File: config.mk
export PLATFORM = sky130hd
export DESIGN_NAME = bin_to_bcd_serial
export DESIGN_NICKNAME = d
export VERILOG_FILES = /design/src/rtl/bin_to_bcd_serial.sv
export SDC_FILE = /design/constraint.sdc
export NUM_CORES = 1
export LEC_CHECK = 0
export CAP_MARGIN = 40
export CORE_MARGIN = 5
export CORE_UTILIZATION = 54
export CTS_CLUSTER_SIZE = 40
export DETAILED_ROUTE_END_ITERATION = 7
export PLACE_DENSITY = 0.77
export SYNTH_ARGS = -nofsm -noshare
export SYNTH_HDL_FRONTEND = slang
export SYNTH_SLANG_ARGS = --single-unit
File: constraint.sdc
create_clock -name clk -period 1.7 [get_ports clk]
set_clock_uncertainty 0.15 [all_clocks]
set_input_delay 0.34 -clock clk [delete_from_list [all_inputs] [get_ports clk]]
set_output_delay 0.34 -clock clk [all_outputs]
set_load 0.05 [all_outputs]
File: src/rtl/bin_to_bcd_serial.sv
// -----------------------------------------------------------------------------
// bin_to_bcd_serial
//
// Serial binary-to-BCD converter (shift-and-add-3 / double-dabble), one input
// bit per clock. Produces a packed DIGITS-digit BCD word for a 7-segment
// decoder, plus an overflow flag when the value needs more than DIGITS digits.
//
// Ports:
//   clk        in   system clock, rising edge
//   rst_n      in   asynchronous active-low reset
//   in_valid   in   bin_in is valid this cycle
//   in_ready   out  converter idle, accepts bin_in
//   bin_in     in   BIN_W-bit unsigned binary value
//   out_valid  out  one-cycle pulse: bcd_out / ovf were just updated
//   bcd_out    out  packed BCD, most significant digit in the top nibble
//   ovf        out  last conversion did not fit in DIGITS digits
//
// Handshake: a value is accepted on any rising edge where in_valid and
// in_ready are both high. in_valid seen while in_ready is low is dropped
// (no queuing); the source holds in_valid until it observes in_ready.
//
// Build option: define BIN2BCD_SAT_EN to saturate bcd_out to all nines on
// overflow; otherwise bcd_out is driven to all ones (blanking code).
// -----------------------------------------------------------------------------
module bin_to_bcd_serial #(
    parameter int BIN_W  = 7,
    parameter int DIGITS = 2
) (
    input  logic                  clk,
    input  logic                  rst_n,
    input  logic                  in_valid,
    output logic                  in_ready,
    input  logic [BIN_W-1:0]      bin_in,
    output logic                  out_valid,
    output logic [4*DIGITS-1:0]   bcd_out,
    output logic                  ovf
);

    // DIGITS+1 nibbles sit above the binary field; the extra top nibble
    // catches values that need one more decimal digit.
    localparam int SR_W  = 4 * (DIGITS + 1) + BIN_W;
    localparam int CNT_W = $clog2(BIN_W + 1);
    localparam int BCD_W = 4 * DIGITS;

    localparam logic [1:0] ST_IDLE  = 2'd0;
    localparam logic [1:0] ST_SHIFT = 2'd1;
    localparam logic [1:0] ST_DONE  = 2'd2;

`ifdef BIN2BCD_SAT_EN
    localparam logic [BCD_W-1:0] OVF_CODE = {DIGITS{4'h9}};
`else
    localparam logic [BCD_W-1:0] OVF_CODE = {BCD_W{1'b1}};
`endif

    logic [1:0]       state_q, state_d;
    logic [CNT_W-1:0] cnt_q, cnt_d;
    logic [SR_W-1:0]  sr_q, sr_d;
    logic [SR_W-1:0]  sr_adj;
    logic [BCD_W-1:0] bcd_q, bcd_d;
    logic             ovf_q, ovf_d;
    logic             out_valid_q, out_valid_d;
    logic [3:0]       top_nib;

    // Add-3 correction on every BCD nibble that is 5 or more, taken from the
    // current register; the shift happens on the same edge.
    always_comb begin
        sr_adj = sr_q;
        for (int i = 0; i <= DIGITS; i++) begin
            if (sr_q[BIN_W + 4*i +: 4] >= 4'd5) begin
                sr_adj[BIN_W + 4*i +: 4] = sr_q[BIN_W + 4*i +: 4] + 4'd3;
            end
        end
    end

    assign top_nib = sr_q[BIN_W + BCD_W +: 4];

    always_comb begin
        state_d     = state_q;
        cnt_d       = cnt_q;
        sr_d        = sr_q;
        bcd_d       = bcd_q;
        ovf_d       = ovf_q;
        out_valid_d = 1'b0;
        case (state_q)
            ST_IDLE: begin
                if (in_valid) begin
                    sr_d    = {{(4*(DIGITS+1)){1'b0}}, bin_in};
                    cnt_d   = CNT_W'(BIN_W);
                    state_d = ST_SHIFT;
                end
            end
            ST_SHIFT: begin
                sr_d  = sr_adj << 1;
                cnt_d = cnt_q - 1'b1;
                if (cnt_q == CNT_W'(1)) begin
                    state_d = ST_DONE;
                end
            end
            ST_DONE: begin
                out_valid_d = 1'b1;
                ovf_d       = (top_nib != 4'd0);
                bcd_d       = (top_nib != 4'd0) ? OVF_CODE : sr_q[BIN_W +: BCD_W];
                state_d     = ST_IDLE;
            end
            default: begin
                state_d = ST_IDLE;
            end
        endcase
    end

    always_ff @(posedge clk or negedge rst_n) begin
        if (!rst_n) begin
            state_q     <= ST_IDLE;
            cnt_q       <= '0;
            sr_q        <= '0;
            bcd_q       <= '0;
            ovf_q       <= 1'b0;
            out_valid_q <= 1'b0;
        end else begin
            state_q     <= state_d;
            cnt_q       <= cnt_d;
            sr_q        <= sr_d;
            bcd_q       <= bcd_d;
            ovf_q       <= ovf_d;
            out_valid_q <= out_valid_d;
        end
    end

    assign in_ready  = (state_q == ST_IDLE);
    assign out_valid = out_valid_q;
    assign bcd_out   = bcd_q;
    assign ovf       = ovf_q;

endmodule

==> qor.txt <==
CP Max Fanout: 4
Max incr delay on CP: 450 ps
Routed Antenna Nets: 0
Ys Warns: 0
I/O Buffers: 20
Slew Viols, Final: 0
Number of global-route vias before repair: 1206
RSZ-0062 raised after global routing: true
Slew HR: 0.743
Num CTS Buffers: 5
Setup violators final: 0
Maximum VDD drop: 1250 uV
Simple-Gate Fraction of Synth Area: 0.116
Max Used Layer: met4
Overflow after GRT: 0
Clock sinks: 34
Multi-input gate area: 726 um^2
Synth area leader: dfrtp_1
Post-synth top area share: 0.523
Synth Area in Adders: 0.0692
Reg2reg path depth: 6
First-pass GRT wire length: 5.86 mm
Detail Route met3 WL: 194 um
Worst hold slack: 199 ps
Area Overhead vs Synth: 33.9%
H-tree Lvls: 2
Wire per inst: 15.5 um
Critical path class: register to primary output
Commonest non-fill, non-tap cell in the layout: dfrtp_1
Core Region: 2980 um^2
Buf/Inv on CP: 2
HPWL Detailed: 2.39 mm
Final hold violations: 0
Crit path required time: 1210 ps
Largest family of logic cells by synthesized area: compound AO/OA/AOI/OAI gates
Worst flop-to-flop path endpoint: sr_q[17]
Leakage: 1.01 nW
Syn Area/Cell: 11.0 um^2
# DRC: 0
Crit start category: register
Worst r2r src: sr_q[16]
Row count: 20
Cell-by-cell trace of the critical path: buf_6, nor2_4, buf_12
Fillers: 200
Initial core utilization: 0.547
Maxcap violations: 0
Mapped Cells: 148
Final non-filler cell total: 217
Metal2 WL: 1.67 mm
Hold Path Class: input port to asynchronous set/reset pin
Seq. cell area: 853 um^2
Compound-Gate Fraction of Synth Area: 0.197
Worst reg2reg setup slack: 100 ps
Layout Nets: 202
Clock-pin slew on the worst setup and hold paths: 100 ps
Period utilisation layout: 0.984
# diodes: 0
I/O pin count: 21
Largest net degree at the start of global routing: 35
Gr usage total: 0.186
Metal-1 WL: 1.45 mm
CTS tree: done
Antenna violations before repair: 0
Crit path depth: 3
Via density: 5.76
CP top delay family: flip-flops
Die area: 4210 um^2
Vias: 1249
Worst-skew pair later-pin latency: 350 ps
Share of cells above drive strength 1: 0.266
XOR/XNOR share of the synthesized area: 0.0215
Top cells by area, synth: dfrtp_1 (52%), ha_1 (6.9%), o22a_1 (4.3%)
Number of detailed-route iterations in the first pass: 4
Cell variety after synth: 33
CTS Buffer Depth: 2
Worst endpoint data arrival time: 1180 ps
Status: complete, no violations
Placed insts: 206
Tot Pwr: 0.00459 W
Sequential element share of the synthesized area: 0.523
Critical Path Sink Type: primary output
Chip height: 64.9 um
Commonest cells after routing, fill and taps aside: dfrtp_1 (32), buf_4 (14), buf_12 (12)
Synth Cell Area: 1630 um^2
Syn Nets: 167
Max Fclk: 0.598 GHz
DRT iter0 DRCs: 40
CTS root buffer: clkbuf_4
PwrDens: 2110 nW/um^2
Min Tclk post-route: 1670 ps
Hold_buf cts: 0
Worst-margin pin slew: 385 ps
DIE WIDTH: 64.9 um
Flops & latches, synth: 34
Slowest CP cell: dfrtp_2
Drt total wl: 3.37 mm
Post-synthesis mux area share: 0.0246
RD Place Congestion: 0.758
[stage by stage]
| step | TNS, ps | setup WS (ps) | utilization | instance area, um^2 |
|---|---|---|---|---|
| after floorplan | 0 | 56.8 | - | 1630 |
| after global placement | 0 | 21.6 | 0.687 | 2050 |
| after detailed placement | -29.5 | -27.5 | 0.687 | 2050 |
| after CTS | 0 | 10.1 | 0.721 | 2150 |
| after global routing | -41.5 | -41.5 | 0.732 | 2180 |
| final | 0 | 27.8 | 0.732 | 2180 |
[cells in the mapped netlist]
cell type / number
nand2_1: 9
a21oi_1: 10
xor2_1: 1
buf_2: 4
and3_1: 1
o21ai_1: 9
clkbuf_1: 2
o22a_1: 8
o31ai_1: 3
xnor2_1: 3
nand3b_1: 1
or2_4: 1
a32o_1: 3
inv_1: 9
o32ai_1: 1
a22oi_1: 1
o21a_1: 1
nor2b_1: 3
a31oi_1: 2
o22ai_1: 4
buf_6: 1
o21ai_0: 3
nor2_2: 2
nor3b_1: 1
mux2i_1: 4
dfrtp_1: 34
a22o_1: 3
nand3_1: 1
ha_1: 9
nor2_1: 3
and3b_1: 6
nand2b_1: 4
buf_4: 1
[area by class of cell]
cell class                      instances  area share
Sequential cell                        34       0.392
Clock buffer                            8      0.0362
Tap cell                               33      0.0189
Inverter                                9      0.0155
Multi-Input combinational cell         97       0.333
Timing Repair Buffer                   36       0.205
[power breakdown]
group / switching [W] / total [W] / internal, W
sequential: 0.000342 / 0.00150 / 0.00115
combinational: 0.00127 / 0.00254 / 0.00127
clock: 0.000276 / 0.000558 / 0.000282
[state kept, by name, indices dropped and copies added, names as in the netlist]
name	count
ovf	1
state_q	2
out_valid	1
sr_q	19
bcd_out	8
cnt_q	3
[cell families after synthesis]
| kind of cell | after synthesis |
|---|---|
| xor+xnor | 4 |
| compound gates | 48 |
| buf+inv | 17 |
| fa+ha+maj | 9 |
| flops | 34 |
| mux | 4 |
| simple gates | 32 |
[routing by layer]
metal | vias to the layer above | track usage
met5 | - | 0
li1 | 598 | -
met1 | 618 | 0.219
met4 | 0 | 0.0686
met3 | 5 | 0.0745
met2 | 28 | 0.305
[how the worst max path moves through the flow]
| stage | start | to | slack, ps |
|---|---|---|---|
| detailed placement | sr_q[8] | sr_q[9] | -30 |
| CTS | state_q[0] | in_ready | 10 |
| global placement | in_valid | sr_q[17] | 20 |
| global route | state_q[0] | in_ready | -40 |
| finish | state_q[0] | in_ready | 30 |
| floorplan | state_q[0] | in_ready | 60 |
[what timing repair did]
item,4_1_cts,5_1_grt
pin swaps,0,3
resized for setup,5,7
endpoints found under the setup margin,3,7
setup buffers,1,2
(Power assumes the default switching activity.)
